## src/rtl/fetch_prefetch_pkg.sv

```systemverilog
// Shared types for the fetch path: legacy single-shot fetch state and the
// prefetch queue controller state.
package fetch_prefetch_pkg;

    typedef enum logic [1:0] {
        FETCH_IDLE     = 2'd0,
        FETCH_FETCHING = 2'd1,
        FETCH_FETCHED  = 2'd2
    } fetch_state_t;

    typedef enum logic [1:0] {
        FQ_IDLE    = 2'd0,
        FQ_REQUEST = 2'd1,
        FQ_DISCARD = 2'd2
    } fetch_q_state_t;

    // Occupancy counters need one bit more than the pointers to represent "full".
    function automatic int count_bits(input int depth);
        return $clog2(depth) + 1;
    endfunction

endpackage

```

## src/rtl/fetch_fifo.sv

```systemverilog
// Small synchronous FIFO holding {pc, instruction} pairs; flush empties it in one cycle.
module fetch_fifo
    import fetch_prefetch_pkg::*;
#(
    parameter int WIDTH = 24,
    parameter int DEPTH = 4
) (
    input  logic                          clk,
    input  logic                          reset,
    input  logic                          flush,
    input  logic                          push,
    input  logic                          pop,
    input  logic [WIDTH-1:0]              din,
    output logic [WIDTH-1:0]              dout,
    output logic [count_bits(DEPTH)-1:0]  count,
    output logic                          full,
    output logic                          empty
);
    localparam int PW = $clog2(DEPTH);
    localparam int CW = count_bits(DEPTH);

    logic [WIDTH-1:0] mem_reg [DEPTH];
    logic [PW-1:0]    wr_ptr_reg;
    logic [PW-1:0]    rd_ptr_reg;
    logic [CW-1:0]    count_reg;

    // Entries are reset so the head outputs read as zero out of reset.
    for (genvar gi = 0; gi < DEPTH; gi++) begin : g_entry
        always_ff @(posedge clk or negedge reset) begin
            if (!reset) begin
                mem_reg[gi] <= '0;
            end else if (push && !flush && (wr_ptr_reg == PW'(gi))) begin
                mem_reg[gi] <= din;
            end
        end
    end

    always_ff @(posedge clk or negedge reset) begin
        if (!reset) begin
            wr_ptr_reg <= '0;
            rd_ptr_reg <= '0;
            count_reg  <= '0;
        end else if (flush) begin
            wr_ptr_reg <= '0;
            rd_ptr_reg <= '0;
            count_reg  <= '0;
        end else begin
            if (push) begin
                wr_ptr_reg <= wr_ptr_reg + PW'(1);
            end
            if (pop) begin
                rd_ptr_reg <= rd_ptr_reg + PW'(1);
            end
            count_reg <= count_reg + CW'(push) - CW'(pop);
        end
    end

    assign dout  = mem_reg[rd_ptr_reg];
    assign count = count_reg;
    assign full  = (count_reg == CW'(DEPTH));
    assign empty = (count_reg == '0);

endmodule

```

## src/rtl/fetch_prefetch.sv

```systemverilog
// Sequential instruction prefetcher: one outstanding memory request, a DEPTH-entry
// queue towards decode, and branch redirect with squash of an in-flight request.
module fetch_prefetch
    import fetch_prefetch_pkg::*;
#(
    parameter int PROGRAM_MEM_ADDR_BITS = 8,
    parameter int PROGRAM_MEM_DATA_BITS = 16,
    parameter int DEPTH                 = 4
) (
    input  logic                              clk,
    input  logic                              reset,
    input  logic                              enable,
    input  logic                              redirect_valid,
    input  logic [PROGRAM_MEM_ADDR_BITS-1:0]  redirect_pc,
    output logic                              program_mem_read_valid,
    output logic [PROGRAM_MEM_ADDR_BITS-1:0]  program_mem_read_address,
    input  logic                              program_mem_read_ready,
    input  logic [PROGRAM_MEM_DATA_BITS-1:0]  program_mem_read_data,
    output logic                              instr_valid,
    input  logic                              instr_ready,
    output logic [PROGRAM_MEM_DATA_BITS-1:0]  instruction,
    output logic [PROGRAM_MEM_ADDR_BITS-1:0]  instr_pc,
    output logic [$clog2(DEPTH):0]            queue_count
);
    localparam int AW = PROGRAM_MEM_ADDR_BITS;
    localparam int DW = PROGRAM_MEM_DATA_BITS;
    localparam int CW = count_bits(DEPTH);

    fetch_q_state_t state_reg, state_next;
    logic [AW-1:0]  fetch_pc_reg, fetch_pc_next;
    logic           read_valid_reg, read_valid_next;
    logic [AW-1:0]  read_address_reg, read_address_next;

    logic [AW+DW-1:0] fifo_dout;
    logic [CW-1:0]    fifo_count;
    logic             fifo_full;
    logic             fifo_empty;
    logic             push_en;
    logic             pop_en;
    logic [CW:0]      occupancy_next;
    logic             issue;
    logic [AW-1:0]    pc_after;

    // Redirect wins over both queue ports; the flush discards everything anyway.
    assign pop_en  = !fifo_empty && instr_ready && !redirect_valid;
    assign push_en = (state_reg == FQ_REQUEST) && program_mem_read_ready && !redirect_valid
                     && (!fifo_full || pop_en);

    // Free space is judged on the occupancy after this cycle's push and pop.
    assign occupancy_next = {1'b0, fifo_count} + (CW+1)'(push_en) - (CW+1)'(pop_en);
    assign issue          = enable && (occupancy_next < (CW+1)'(DEPTH));
    assign pc_after       = read_address_reg + AW'(1);

    fetch_fifo #(
        .WIDTH (AW + DW),
        .DEPTH (DEPTH)
    ) u_fifo (
        .clk   (clk),
        .reset (reset),
        .flush (redirect_valid),
        .push  (push_en),
        .pop   (pop_en),
        .din   ({read_address_reg, program_mem_read_data}),
        .dout  (fifo_dout),
        .count (fifo_count),
        .full  (fifo_full),
        .empty (fifo_empty)
    );

    always_ff @(posedge clk or negedge reset) begin
        if (!reset) begin
            state_reg        <= FQ_IDLE;
            fetch_pc_reg     <= '0;
            read_valid_reg   <= 1'b0;
            read_address_reg <= '0;
        end else begin
            state_reg        <= state_next;
            fetch_pc_reg     <= fetch_pc_next;
            read_valid_reg   <= read_valid_next;
            read_address_reg <= read_address_next;
        end
    end

    always_comb begin
        state_next        = state_reg;
        fetch_pc_next     = fetch_pc_reg;
        read_valid_next   = read_valid_reg;
        read_address_next = read_address_reg;
        case (state_reg)
            FQ_IDLE: begin
                if (redirect_valid) begin
                    fetch_pc_next = redirect_pc;
                end else if (issue) begin
                    read_valid_next   = 1'b1;
                    read_address_next = fetch_pc_reg;
                    state_next        = FQ_REQUEST;
                end
            end
            FQ_REQUEST: begin
                if (redirect_valid) begin
                    fetch_pc_next = redirect_pc;
                    // The request must stay valid until memory takes it.
                    if (program_mem_read_ready) begin
                        read_valid_next = 1'b0;
                        state_next      = FQ_IDLE;
                    end else begin
                        state_next = FQ_DISCARD;
                    end
                end else if (program_mem_read_ready) begin
                    fetch_pc_next = pc_after;
                    if (issue) begin
                        read_address_next = pc_after;
                    end else begin
                        read_valid_next = 1'b0;
                        state_next      = FQ_IDLE;
                    end
                end
            end
            FQ_DISCARD: begin
                if (redirect_valid) begin
                    fetch_pc_next = redirect_pc;
                end
                if (program_mem_read_ready) begin
                    read_valid_next = 1'b0;
                    state_next      = FQ_IDLE;
                end
            end
            default: begin
                read_valid_next = 1'b0;
                state_next      = FQ_IDLE;
            end
        endcase
    end

    assign program_mem_read_valid   = read_valid_reg;
    assign program_mem_read_address = read_address_reg;
    assign instr_valid              = !fifo_empty;
    assign instruction              = fifo_dout[DW-1:0];
    assign instr_pc                 = fifo_dout[AW+DW-1:DW];
    assign queue_count              = fifo_count;

endmodule
```

## config.mk

```make
export PLATFORM = sky130hd
export DESIGN_NAME = fetch_prefetch
export DESIGN_NICKNAME = d
export VERILOG_FILES = /design/src/rtl/fetch_prefetch_pkg.sv /design/src/rtl/fetch_fifo.sv /design/src/rtl/fetch_prefetch.sv
export SDC_FILE = /design/constraint.sdc
export NUM_CORES = 1
export LEC_CHECK = 0
export BUFFER_PORTS_ARGS = -buffer_cell sky130_fd_sc_hd__buf_2
export CORE_MARGIN = 2
export CORE_UTILIZATION = 59
export DETAILED_ROUTE_END_ITERATION = 10
export PLACE_DENSITY = 0.83
export SYNTH_ARGS = -nofsm -noshare
export SYNTH_HDL_FRONTEND = slang
export SYNTH_HIERARCHICAL = 1
export SYNTH_SLANG_ARGS = --single-unit
```

## constraint.sdc

```tcl
create_clock -name clk -period 3.6 [get_ports clk]
set_input_delay 0.36 -clock clk [delete_from_list [all_inputs] [get_ports clk]]
set_output_delay 0.36 -clock clk [all_outputs]
set_load 0.02 [all_outputs]
```

; ---- After elaboration in Yosys (flattened, before gate mapping)
; Index checks and enable logic that the tools add are counted.
[classes]
add_sub_neg = 7
n_lt_le_gt_ge = 2
n_eq_ne = 15
muxes = 33
bitwise_logic = 1
reduce_logical = 27
[ops]
columns = operator, n
row1 = $mux 8, 8
row2 = $bmux 24 s2, 1
row3 = $mux 24, 2
row4 = $pmux 8 s2, 2
row5 = $mux 2, 11
row6 = $ne 2x2->1 const B, 6
row7 = $logic_and 1x1->1, 11
row8 = $add 8x1->8 const B, 1
row9 = $reduce_bool 2->1, 4
row10 = $eq 2x2->1 const B, 3
row11 = $mux 1, 6
row12 = $ne 3x3->1 const B, 2
row13 = $pmux 2 s3, 1
row14 = $reduce_and 6->1, 1
row15 = $reduce_and 5->1, 1
row16 = $add 2x1->2 const B, 2
row17 = $add 3x1->4, 1
row18 = $eq 2x1->1 const B, 2
row19 = $logic_not 2->1, 2
row20 = $lt 4x3->1 const B, 1
row21 = $reduce_and 4->1, 1
row22 = $sub 4x1->4, 1
row23 = $add 3x1->3, 1
row24 = $eq 3x3->1 const B, 1
row25 = other kinds (11), 13
[totals]
regBits = 122
out_inout_bits = 37
elab_cells = 96

; ---- Longest topological paths before layout
; Gate-level depths: netlist (run 1).
[depth]
depth_word = 14
ltp_mapped = 12

; ---- Hierarchy
; The synthesis (run 1) kept the hierarchy.
[by_module_without_submodules]
columns = mod, instances, cells_per_inst, area_each_um2, seq_area_each_um2
row1 = fetch_fifo, 1, 270, 4885.9, 2577.5
row2 = fetch_prefetch, 1, 142, 1246.2, 475.5

; ---- Least setup slack after synthesis (run 1)
; No wires, ideal clock.
[synth_path]
kind = reg2reg
start = register u_fifo.count_reg[1] (netlist: u_fifo/count[1])
end = register read_address_reg[1] (netlist: program_mem_read_address[1])
t_arrival_ns = 2.920
path_slack_ns = 0.555
path_stages_with_launch = 12
cell_sequence = dfrtp_1 -> nor3_1 -> nor3b_1 -> nand2b_1 -> nand4b_1 -> ha_1 -> inv_1 -> ha_1 -> a31oi_1 -> mux2i_1 -> nor2_1 -> mux2_2
[synth_via]
elab_chain_len = 12
[synth_rtl]
columns = element, line
row1 = start: declaration, fetch_fifo.sv:25  ; logic [CW-1:0] count_reg;
row2 = start signal: assignment, fetch_fifo.sv:54  ; count_reg <= count_reg + CW'(push) - CW'(pop);
row3 = $logic_not 3->1 *, fetch_fifo.sv:61  ; assign empty = (count_reg == '0);
row4 = via fifo_empty, fetch_prefetch.sv:37  ; logic fifo_empty;
row5 = $logic_not 1->1 *, fetch_prefetch.sv:45  ; assign pop_en = !fifo_empty && instr_ready && !redirect_valid;
row6 = $logic_and 1x1->1 * (2 in a row), fetch_prefetch.sv:45
row7 = via pop_en, fetch_prefetch.sv:39  ; logic pop_en;
row8 = $logic_or 1x1->1, fetch_prefetch.sv:47  ; && (!fifo_full || pop_en);
row9 = $logic_and 1x1->1, fetch_prefetch.sv:47
row10 = $add 3x1->4, fetch_prefetch.sv:50  ; assign occupancy_next = {1'b0, fifo_count} + (CW+1)'(push_en) - (CW+1)'(pop_en);
row11 = $sub 4x1->4 *, fetch_prefetch.sv:50
row12 = $lt 4x3->1 *, fetch_prefetch.sv:51  ; assign issue = enable && (occupancy_next < (CW+1)'(DEPTH));
row13 = $logic_and 1x1->1 *, fetch_prefetch.sv:51
row14 = $ne 2x2->1 (no line), -
row15 = $reduce_and 6->1 (no line) *, -
row16 = end signal: assignment, fetch_prefetch.sv:80  ; read_address_reg <= read_address_next;
row17 = end: declaration, fetch_prefetch.sv:32  ; logic [AW-1:0] read_address_reg, read_address_next;
; The timed path passes the listed nets; every way through them passes the cells marked *.
; A chain may end at the register's enable or synchronous reset.

; ---- Worst setup path after layout (run 1)
; Same ends and word-level chain as after synthesis.

==> key figures, run 1 <==
Power and ir drop
  • Reg power frac: 0.376
  • Switching power: 1.70 mW
  • Pwr dens: 728 nW/µm²
  • Clock Power Share: 0.345
  • Int Pwr: 3.49 mW
  • Peak supply drop: 0.000408 V
  • Leakage Power: 3.61 nW
  • Switching part of the total: 0.328
  • Combinational power share: 0.279

Timing
  • Final Cycle Share: 0.849
  • Final min period: 3.05 ns
  • Final Hold Slack: -0.0340 ns
  • Slew headroom: 0.371
  • Fin Setup TNS: 0 ns
  • Max Slew Vio Count: 0
  • Final worst slack: 0.545 ns
  • Final setup fails: 0
  • Max frequency: 0.327 GHz
  • RSZ-0062 raised after global routing: no
  • Clk_skew: 0.00801 ns
  • Final Hold Viols: 9
  • Worst-Margin Slew: 0.944 ns

Global route
  • Global-route wire length before repair: 20900 µm
  • GRT Util Overall: 0.246
  • GRT overflow: 0
  • Largest net degree at the start of global routing: 76
  • Initial antenna violation count: 0
  • Vias in the first global route: 3878

Worst hold path
  • Hold/Removal Path Class: input pin to async pin

Worst setup path
  • WS Path Type: flip-flop to flip-flop
  • Startpoint Class: flip-flop
  • Critical path arrival: 3.46 ns
  • Reg2reg end: program_mem_read_address[1]
  • Worst setup path start: u_fifo/count[1]
  • Worst Path Required: 4.00 ns
  • Register-to-Register Setup Slack: 0.55 ns
  • FF-to-FF Start: u_fifo/count[1]
  • Critical path, cell by cell: nor3_1, nor3b_1, buf_4, nand2b_1, nand4b_1, ha_1, inv_1, ha_1, a31oi_1, mux2i_1, nor2_1, mux2_2
  • Crit end category: flip-flop
  • Crit-path most repeated cell: ha_1
  • Max stage delay on crit path: 0.47 ns
  • Worst r2r path cells: 12
  • Critical Path Fanout Max: 7
  • CP max stage cell: dfrtp_1

Synth
  • Count leader, synth: dfrtp_1
  • Area share of the leading cell type in the synthesized netlist: 0.498
  • Post-synth cell types: 45
  • Post-synth EDFFs: 0
  • Top cells by instance count after synthesis: dfrtp_1 (122), mux2_4 (60), mux2_2 (37), mux4_2 (24), nand2_1 (19)
  • Synthesized Nets: 453
  • Syn_area_per_cell: 14.9 µm²
  • Yosys top cell by area: dfrtp_1
  • Register bit total from synthesis: 122
  • Cell Area, Synth: 6130 µm²
  • Synth async-reset ratio: 1.00
  • Post-synthesis sequential area ratio: 0.498
  • Yosys warnings: 6
  • Cells after Synth: 412
  • Synth Flop Type: dfrtp_1
  • Synth top area cells: dfrtp_1 (50%), mux2_4 (15%), mux4_2 (8.8%), mux2_2 (6.8%), buf_6 (2.2%)

Run status
  • Status: finished with violations
  • Failing checks: negative hold slack

Final layout
  • Final net count: 521
  • Layout cells sized above 1: 0.481
  • Area delta synth->final: 16.3%
  • Diodes inserted: 0
  • Fillers: 675
  • Max reg flops: 96

Clocking
  • CTS tree: built
  • Postcts setup bufs: 0
  • Hold buffers post-CTS: 0
  • Post-cts resize count: 0
  • Worst-Skew Late Latency: 0.51 ns
  • CTS clk-pin slew, worst paths: 0.06 ns
  • Total CTS buffers: 17
  • H-tree lvl count: 4
  • Clock Sinks: 122
  • CTS Root Cell: clkbuf_8
  • Clock Path Buffers: 2

Die
  • Rows: 37
  • Die Ht: 106 µm
  • Area of the core: 10200 µm²
  • Chip width: 106 µm
  • Die ar.: 11200 µm²
  • I/O pin total: 67
  • Starting density of the core: 0.602

Job
  • Max-Cap Viols: 0

Detailed routing
  • Vias: 3668
  • Post-route ant nets: 0
  • DRC Markers: 0
  • Avg WL per Cell: 20.0 µm
  • Vias per inst: 5.83
  • Total iterations of the first detailed-routing run: 5
  • Initial DRC Count: 207
  • Drt total wl: 12600 µm

Placement
  • Worst slack, placed: 0.542 ns
  • I/O Buffers: 66
  • DP HPWL: 7530 µm
  • Routability cong.: 0.811
[cell type report]
type,instances,area [µm²],area share
clock buffer,19,442,0.0619
clock inverter,13,191,0.0268
inverter,12,45.0,0.00632
multi-input combinational,254,2840,0.399
sequential,122,3050,0.428
tap,136,170,0.0239
timing repair buffer,73,385,0.0540
[cells by family (layout without fill, tap and decap cells)]
group | after synthesis | count (layout) | share of synthesized area
AO/OA/AOI/OAI | 41 | 41 | 0.0408
XOR/XNOR | 10 | 10 | 0.0165
adder cells (fa/ha/maj) | 11 | 11 | 0.0237
buffers and inverters | 36 | 117 | 0.0386
flip-flops | 122 | 122 | 0.498
multiplexers | 130 | 130 | 0.318
AND/OR/NAND/NOR | 62 | 62 | 0.0647
[stage by stage]
step | hold slack, ns | util | power [mW] | cell area [µm²] | std cells
4_1_cts | 0.00307 | 0.700 | 5.23 | 7130 | 629
5_1_grt | 0.0404 | 0.700 | 5.46 | 7130 | 629
3_5_place_dp | 0.473 | 0.638 | 3.40 | 6500 | 597
2_1_floorplan | 0.0644 | - | 2.95 | 6130 | 412
3_3_place_gp | 0.464 | 0.638 | 3.34 | 6500 | 597
6_report | -0.0340 | 0.700 | 5.19 | 7130 | 629
[how the worst max path moves through the flow]
stage	to	slack, ns
after floorplan	program_mem_read_address[1]	0.56
after global placement	program_mem_read_address[1]	0.71
after detailed placement	program_mem_read_address[1]	0.54
after CTS	program_mem_read_address[1]	0.53
after global routing	program_mem_read_address[1]	0.32
final	program_mem_read_address[1]	0.55
[layout by cell type (no fill, tap or decap), types with 2 or more instances in the layout]
cell,synthesis,layout
buf_4,1,8
nor3b_1,2,2
dfrtp_1,122,121
o21ai_0,18,18
a21oi_1,8,8
bufinv_16,0,4
nor3_1,4,4
mux2_2,37,37
clkbuf_8,0,3
nor2b_1,6,6
mux4_2,24,24
mux2_4,60,60
nand2_1,19,19
nor2_1,8,8
a2bb2oi_1,4,4
inv_6,0,2
clkbuf_16,0,16
ha_1,10,10
xnor2_1,8,8
buf_2,6,65
a21o_1,2,2
nand2b_1,5,5
mux2i_1,8,8
o22ai_1,3,3
clkinvlp_4,0,6
nand3b_4,4,4
inv_1,12,12
nand3_1,4,4
[power by group through the flow]
| stage | Combinational (mW) | Sequential (mW) | Clock [mW] |
|---|---|---|---|
| 2_1_floorplan | 1.06 | 1.89 | 0 |
| 3_3_place_gp | 1.40 | 1.94 | 0 |
| 3_5_place_dp | 1.44 | 1.96 | 0 |
| 4_1_cts | 1.46 | 1.95 | 1.82 |
| 5_1_grt | 1.56 | 2.00 | 1.89 |
| 6_report | 1.45 | 1.95 | 1.79 |
[worst max-delay path, delay by kind of cell, from the launching register on]
kind,cells,cell delay [ns]
AND/OR/NAND/NOR,5,0.97
adder cells (fa/ha/maj),2,0.44
AO/OA/AOI/OAI,1,0.30
multiplexers,2,0.53
buffers and inverters,2,0.24
flip-flops,1,0.47
[per-layer routing]
metal / share of wire / wire (µm) / GRT usage / up-vias
li1: - / - / - / 1643
met1: 0.44 / 5530 / 0.333 / 1901
met2: 0.51 / 6420 / 0.403 / 110
met3: 0.041 / 521 / 0.0582 / 14
met4: 0.011 / 138 / 0.0714 / 0
met5: 0 / 0 / 0 / -
No activity file was read; power rests on OpenSTA's default activity.
==> inputs of run 2 (changes only) <==
--- a/config.mk
+++ b/config.mk
@@ -5,6 +5,7 @@
 export SDC_FILE = /design/constraint.sdc
 export NUM_CORES = 1
 export LEC_CHECK = 0
+export ABC_AREA = 1
 export BUFFER_PORTS_ARGS = -buffer_cell sky130_fd_sc_hd__buf_2
 export CORE_MARGIN = 2
 export CORE_UTILIZATION = 59
==> constraint.sdc (replaced) <==
create_clock -name clk -period 2.88 [get_ports clk]
set_input_delay 0.288 -clock clk [delete_from_list [all_inputs] [get_ports clk]]
set_output_delay 0.288 -clock clk [all_outputs]
set_load 0.02 [all_outputs]
==> run 2 against run 1 <==
Against the previous run: the flow now finishes without violations; core utilization shrank 1.7 points; sequential share of layout area grew 1.1 points; via count grew 37%; worst hold slack gained 0.065 ns; power is 24% higher; final area decreased by 2.5%; combinational power up 54%; routed wire length is 5.1% higher.
==> key figures, run 2 <==
Timing
  • Final min period: 2.58 ns (was 3.05 ns)
  • Final Hold Viols: 0 (was 9)
  • Worst-Margin Slew: 0.738 ns (was 0.944 ns)
  • RSZ-0062 raised after global routing: no (unchanged)
  • Final worst slack: 0.300 ns (was 0.545 ns)
  • Final setup fails: 0 (unchanged)
  • Final Cycle Share: 0.896 (was 0.849)
  • Fin Setup TNS: 0 ns (unchanged)
  • Slew headroom: 0.508 (was 0.371)
  • Max Slew Vio Count: 0 (unchanged)
  • Clk_skew: 0.00757 ns (was 0.00801 ns)
  • Max frequency: 0.388 GHz (was 0.327 GHz)

Clocking
  • Total CTS buffers: 17 (unchanged)
  • Clock Path Buffers: 2 (unchanged)
  • Clock Sinks: 122 (unchanged)
  • Worst-Skew Late Latency: 0.51 ns (about the same)
  • CTS Root Cell: clkbuf_8 (unchanged)
  • CTS clk-pin slew, worst paths: 0.06 ns (about the same)
  • H-tree lvl count: 4 (unchanged)
  • CTS tree: built (unchanged)

Synth
  • Synthesized Nets: 772 (was 453)
  • Syn_area_per_cell: 8.35 µm² (was 14.9 µm²)
  • Cell Area, Synth: 6110 µm² (was 6130 µm²)
  • Synth Flop Type: dfrtp_1 (unchanged)
  • Synth top area cells: dfrtp_1 (50%), nand2_1 (13%), inv_1 (6.2%), o211ai_1 (5.9%), o21ai_1 (5.3%) (was dfrtp_1 (50%), mux2_4 (15%), mux4_2 (8.8%), mux2_2 (6.8%), buf_6 (2.2%))
  • Register bit total from synthesis: 122 (unchanged)
  • Yosys warnings: 6 (unchanged)
  • Top cells by instance count after synthesis: nand2_1 (218), dfrtp_1 (122), inv_1 (101), o21ai_1 (65), o211ai_1 (48) (was dfrtp_1 (122), mux2_4 (60), mux2_2 (37), mux4_2 (24), nand2_1 (19))
  • Post-synthesis sequential area ratio: 0.500 (was 0.498)
  • Synth async-reset ratio: 1.00 (unchanged)
  • Area share of the leading cell type in the synthesized netlist: 0.500 (was 0.498)
  • Cells after Synth: 731 (was 412)
  • Yosys top cell by area: dfrtp_1 (unchanged)
  • Post-synth cell types: 33 (was 45)
  • Post-synth EDFFs: 0 (unchanged)
  • Count leader, synth: nand2_1 (was dfrtp_1)

Power and ir drop
  • Peak supply drop: 0.000637 V (was 0.000408 V)
  • Leakage Power: 3.72 nW (was 3.61 nW)
  • Reg power frac: 0.364 (was 0.376)
  • Int Pwr: 4.00 mW (was 3.49 mW)
  • Clock Power Share: 0.287 (was 0.345)
  • Combinational power share: 0.348 (was 0.279)
  • Switching power: 2.45 mW (was 1.70 mW)
  • Pwr dens: 926 nW/µm² (was 728 nW/µm²)
  • Switching part of the total: 0.380 (was 0.328)
  • Overall Power: 6.44 mW (was 5.19 mW)

Placement
  • DP HPWL: 8300 µm (was 7530 µm)
  • Routability cong.: 0.855 (was 0.811)
  • I/O Buffers: 66 (unchanged)
  • Worst slack, placed: 0.229 ns (was 0.542 ns)

Worst setup path
  • Critical path, cell by cell: inv_1, nand2_1, nor2_1, inv_1, nand2_1, o21ai_0, nand4_1, ha_1, inv_1, ha_1, nand2_1, inv_1, nand2_1, nand2_1, nand2_1, nand2_1, nand3_1, nand2_1, o21a_1 (was nor3_1, nor3b_1, buf_4, nand2b_1, nand4b_1, ha_1, inv_1, ha_1, a31oi_1, mux2i_1, nor2_1, mux2_2)
  • Register-to-Register Setup Slack: 0.30 ns (was 0.55 ns)
  • Critical Path Fanout Max: 5 (was 7)
  • WS Path Type: flip-flop to flip-flop (unchanged)
  • Crit end category: flip-flop (unchanged)
  • Crit-path most repeated cell: nand2_1 (was ha_1)
  • CP max stage cell: dfrtp_1 (unchanged)
  • Startpoint Class: flip-flop (unchanged)
  • Crit path buf inv count: 4 (was 2)
  • Critical path arrival: 2.98 ns (was 3.46 ns)
  • Kind of cell adding the most delay to the critical path: simple AND/OR/NAND/NOR gates (unchanged)
  • Worst Path Required: 3.28 ns (was 4.00 ns)
  • Max stage delay on crit path: 0.41 ns (was 0.47 ns)

Global route
  • Global-route wire length before repair: 22600 µm (was 20900 µm)
  • Vias in the first global route: 4896 (was 3878)
  • GRT Util Overall: 0.255 (was 0.246)
  • Initial antenna violation count: 0 (unchanged)
  • Largest net degree at the start of global routing: 58 (was 76)
  • GRT overflow: 0 (unchanged)

Detailed routing
  • Vias per inst: 5.36 (was 5.83)
  • Initial DRC Count: 340 (was 207)
  • Drt total wl: 13200 µm (was 12600 µm)
  • Vias: 5011 (was 3668)
  • Total iterations of the first detailed-routing run: 5 (unchanged)
  • Avg WL per Cell: 14.2 µm (was 20.0 µm)
  • DRC Markers: 0 (unchanged)
  • Post-route ant nets: 0 (unchanged)

Final layout
  • Layout cells sized above 1: 0.163 (was 0.481)
  • Area delta synth->final: 13.9% (was 16.3%)
  • Final net count: 828 (was 521)
  • Diodes inserted: 0 (unchanged)
  • Commonest non-fill, non-tap cell in the layout: nand2_1 (was dfrtp_1)
  • Fillers: 794 (was 675)
  • Most frequent cells in the layout: nand2_1 (218), dfrtp_1 (121), inv_1 (101) (was dfrtp_1 (121), buf_2 (65), mux2_4 (60))
  • Max reg flops: 96 (unchanged)

Job
  • Max-Cap Viols: 0 (unchanged)

Die
  • Die ar.: 11200 µm² (about the same)
  • Area of the core: 10200 µm² (unchanged)
  • Chip width: 106 µm (about the same)
  • Starting density of the core: 0.600 (was 0.602)
  • Rows: 37 (unchanged)
  • I/O pin total: 67 (unchanged)
  • Die Ht: 106 µm (about the same)

Worst hold path
  • Hold/Removal Path Class: input pin to flip-flop (was input pin to async pin)

Run status
  • Status: completed (was finished with violations)
[run 2: cell types whose count changed after synthesis, sizes merged, moves of 11 or more]
cell,change
buf,+11
mux4,-24
o211ai,+48
inv,+92
nand2,+204
mux2,-98
o21ai,+95
nor2,+18
[run 2: final cells by class]
class,count,area [µm²],share of cell area
flip-flops and latches,122,3050,0.439
clock buffers,22,443,0.0637
well taps,136,170,0.0245
repair buffers,74,408,0.0587
multi-input cells,465,2400,0.345
clock inverters,9,75.1,0.0108
inverters,107,402,0.0578
[run 2: metal layers]
layer / vias up / part of all wire / track usage
li1: 2474 / - / -
met1: 2414 / 0.44 / 0.308
met2: 109 / 0.52 / 0.457
met3: 14 / 0.036 / 0.0594
met4: 0 / 0.012 / 0.0667
met5: - / 0 / 0
[run 2: timing repair]
action,in CTS,in global routing
setup endpoints to repair,0,9
hold buffers,1,0
resized for setup,0,3
setup buffers,0,0
hold endpoints to repair,55,0
[run 2: tightest hold or removal path, stage by stage]
cell and delay [ns]:
buf_2 0.09, nand2_1 0.05, a31oi_1 0.07
[run 2: cell families after synthesis]
| group | synth area share |
|---|---|
| and+or+nand+nor | 0.174 |
| AOI/OAI and AO/OA | 0.180 |
| buffers and inverters | 0.108 |
| DFF | 0.500 |
| adders and majority gates | 0.0238 |
| muxes | 0.00820 |
| xor gates and xnor gates | 0.00574 |
[run 2: power groups by stage]
| stage | Sequential (mW) | Combinational [mW] | Clock [mW] |
|---|---|---|---|
| 2_1_floorplan | 2.38 | 1.55 | 0 |
| 5_1_grt | 2.39 | 2.54 | 1.95 |
| 3_5_place_dp | 2.36 | 2.21 | 0 |
| 6_report | 2.35 | 2.24 | 1.85 |
| 4_1_cts | 2.34 | 2.24 | 1.88 |
| 3_3_place_gp | 2.34 | 2.13 | 0 |
[run 2: worst paths after layout]
| check | start | end | cells after the start |
|---|---|---|---|
| min reg2reg | u_fifo/mem_reg[62] | u_fifo/mem_reg[62] | 2 |
| max reg2reg | u_fifo/count[2] | state_reg[0] | 19 |
| max in group asynchronous | reset | u_fifo/mem_reg[18] | 3 |
| min in group asynchronous | reset | u_fifo/mem_reg[80] | 2 |
| max | u_fifo/count[2] | state_reg[0] | 19 |
| min | redirect_pc[1] | fetch_pc_reg[1] | 3 |
[run 2: through the flow]
stage                     std cells  utilization  hold slack (ns)  cell area (µm²)
final                           935        0.683           0.0307             6950
after global routing            935        0.683          0.00651             6950
after CTS                       935        0.682          0.00980             6940
after detailed placement        903        0.630            0.394             6410
after global placement          903        0.630            0.379             6410
after floorplan                 731            -         -0.00759             6110
==> inputs of run 3 (changes only) <==
--- a/config.mk
+++ b/config.mk
@@ -10,7 +10,7 @@
 export CORE_MARGIN = 2
 export CORE_UTILIZATION = 59
 export DETAILED_ROUTE_END_ITERATION = 10
-export PLACE_DENSITY = 0.83
+export PLACE_DENSITY = 0.8
 export SYNTH_ARGS = -nofsm -noshare
 export SYNTH_HDL_FRONTEND = slang
 export SYNTH_HIERARCHICAL = 1
==> run 3 against run 2 <==
Against the previous run: worst hold slack improved by 0.0066 ns; critical path depth decreased by 3; maximum frequency increased by 0.72%; die area unchanged; global-route usage decreased by 0.95 points; register-to-register slack improved by 0.02 ns; core utilization increased by 0.58 points.
==> key figures, run 3 (synthesized netlist as in run 2, its figures left out) <==
Timing
  • Worst-Margin Slew: 0.746 ns (was 0.738 ns)
  • Clk_skew: 0.0104 ns (was 0.00757 ns)
  • Final setup fails: 0 (unchanged)
  • Final Cycle Share: 0.889 (was 0.896)
  • Final Hold Slack: 0.0373 ns (was 0.0307 ns)
  • Slew headroom: 0.503 (was 0.508)
  • Final Hold Viols: 0 (unchanged)
  • Final min period: 2.56 ns (was 2.58 ns)
  • Max Slew Vio Count: 0 (unchanged)
  • Max frequency: 0.390 GHz (was 0.388 GHz)
  • Fin Setup TNS: 0 ns (unchanged)
  • RSZ-0062 raised after global routing: no (unchanged)

Detailed routing
  • Vias per inst: 5.27 (was 5.36)
  • Initial DRC Count: 426 (was 340)
  • Avg WL per Cell: 13.6 µm (was 14.2 µm)
  • Total iterations of the first detailed-routing run: 5 (unchanged)
  • Vias: 4926 (was 5011)
  • Drt total wl: 12700 µm (was 13200 µm)
  • DRC Markers: 0 (unchanged)
  • Post-route ant nets: 0 (unchanged)

Placement
  • DP HPWL: 8000 µm (was 8300 µm)
  • Routability cong.: 0.898 (was 0.855)
  • I/O Buffers: 66 (unchanged)

Die
  • Rows: 37 (unchanged)
  • Starting density of the core: 0.600 (unchanged)
  • I/O pin total: 67 (unchanged)
  • Chip width: 106 µm (unchanged)
  • Die Ht: 106 µm (unchanged)
  • Die ar.: 11200 µm² (unchanged)
  • Area of the core: 10200 µm² (unchanged)

Final layout
  • Reg area: 3050 µm² (unchanged)
  • Fillers: 832 (was 794)
  • Max reg flops: 96 (unchanged)
  • Area delta synth->final: 14.8% (was 13.9%)
  • Diodes inserted: 0 (unchanged)
  • Final Util: 0.688 (was 0.683)
  • Commonest non-fill, non-tap cell in the layout: nand2_1 (unchanged)
  • Multi-input logic area: 2400 µm² (unchanged)
  • Layout cells sized above 1: 0.163 (about the same)
  • Most frequent cells in the layout: nand2_1 (218), dfrtp_1 (121), inv_1 (101) (unchanged)
  • Final net count: 827 (was 828)

Job
  • Max-Cap Viols: 0 (unchanged)

Power and ir drop
  • Pwr dens: 939 nW/µm² (was 926 nW/µm²)
  • Overall Power: 6.59 mW (was 6.44 mW)
  • Peak supply drop: 0.000566 V (was 0.000637 V)
  • Leakage Power: 3.75 nW (was 3.72 nW)

Worst setup path
  • WS Path Type: flip-flop to flip-flop (unchanged)
  • Worst setup path start: u_fifo/count[2] (unchanged)
  • Register-to-Register Setup Slack: 0.32 ns (was 0.30 ns)
  • Crit end category: flip-flop (unchanged)
  • Critical path arrival: 2.94 ns (was 2.98 ns)
  • Critical Path Fanout Max: 16 (was 5)
  • FF-to-FF Start: u_fifo/count[2] (unchanged)
  • Setup crit end: program_mem_read_address[4] (was state_reg[0])
  • Worst r2r path cells: 16 (was 19)
  • Reg2reg end: program_mem_read_address[4] (was state_reg[0])
  • Worst Path Required: 3.26 ns (was 3.28 ns)
  • Startpoint Class: flip-flop (unchanged)

Clocking
  • H-tree lvl count: 4 (unchanged)
  • CTS tree: built (unchanged)
  • CTS Root Cell: clkbuf_8 (unchanged)
  • CTS clk-pin slew, worst paths: 0.06 ns (about the same)
  • Worst-Skew Late Latency: 0.51 ns (about the same)
  • Clock Sinks: 122 (unchanged)
  • Total CTS buffers: 17 (unchanged)
  • Clock Path Buffers: 2 (unchanged)

Global route
  • Vias in the first global route: 4745 (was 4896)
  • Largest net degree at the start of global routing: 69 (was 58)
  • GRT Util Overall: 0.245 (was 0.255)
  • GRT overflow: 0 (unchanged)
  • Global-route wire length before repair: 21900 µm (was 22600 µm)
  • Initial antenna violation count: 0 (unchanged)

Run status
  • Status: completed (unchanged)

Worst hold path
  • Hold/Removal Path Class: input pin to flip-flop (unchanged)
run 3: cell count changes in the layout (fill, tap and decap cells not counted):
cell / delta
buf_4: -3
clkbuf_8: +3
clkbuf_1: -2
buf_12: +1
bufinv_16: +1
clkinv_2: -1
clkinvlp_4: -1
dlygate4sd3_1: +1
o21ai_0: -1
o21ai_1: +1
run 3: where the power goes:
group / internal, mW / switching, mW / total, mW
registers: 2.07 / 0.278 / 2.34
logic: 0.783 / 1.44 / 2.23
clock network: 1.31 / 0.708 / 2.02
total: 4.16 / 2.43 / 6.59
run 3: layout make-up:
type,instances,area share
clock inverters,8,0.0132
multi-input cells,465,0.342
clock buffers,23,0.0680
well taps,136,0.0243
inverters,107,0.0573
repair buffers,73,0.0592
flip-flops and latches,122,0.436
run 3: worst min path at each step:
stage	end	from	cells after the start
2_1_floorplan	fetch_pc_reg[0]	reset	0
3_3_place_gp	u_fifo/mem_reg[81]	reset	1
3_5_place_dp	u_fifo/mem_reg[81]	reset	1
4_1_cts	fetch_pc_reg[1]	redirect_pc[1]	3
5_1_grt	fetch_pc_reg[1]	redirect_pc[1]	3
6_report	fetch_pc_reg[1]	redirect_pc[1]	3
run 3: what timing repair did:
item,CTS,global route
hold buffers,2,0
setup endpoints to repair,0,9
setup buffers,0,0
endpoints found under the hold margin,56,0
gates resized for setup,0,4
run 3: per-stage QoR:
| step | cell area [µm²] | std cells | setup slack (ns) |
|---|---|---|---|
| after floorplan | 6110 | 731 | 0.304 |
| after global placement | 6410 | 901 | 0.477 |
| after detailed placement | 6410 | 901 | 0.173 |
| after CTS | 7000 | 934 | 0.135 |
| after global routing | 7010 | 934 | 0.0452 |
| final | 7010 | 934 | 0.318 |
run 3: per-layer routing:
layer,vias up,global-route usage,wire [µm]
met1,2347,0.304,5650
met3,8,0.0569,494
met4,0,0.0789,96
met2,100,0.425,6500
li1,2471,-,-
met5,-,0,0
run 3: critical path: stages, from the launching register on:
cell and delay, ns:
dfrtp_1 0.41, inv_1 0.08, nand2_1 0.11, nor2_1 0.05
inv_1 0.07, nand2_1 0.07, o21ai_1 0.17, nand4_1 0.16
ha_1 0.23, inv_1 0.06, ha_1 0.24, nand3_1 0.14
a21oi_1 0.10, nor2_2 0.20, nand3_4 0.18, nand2_1 0.09
o21ai_0 0.08
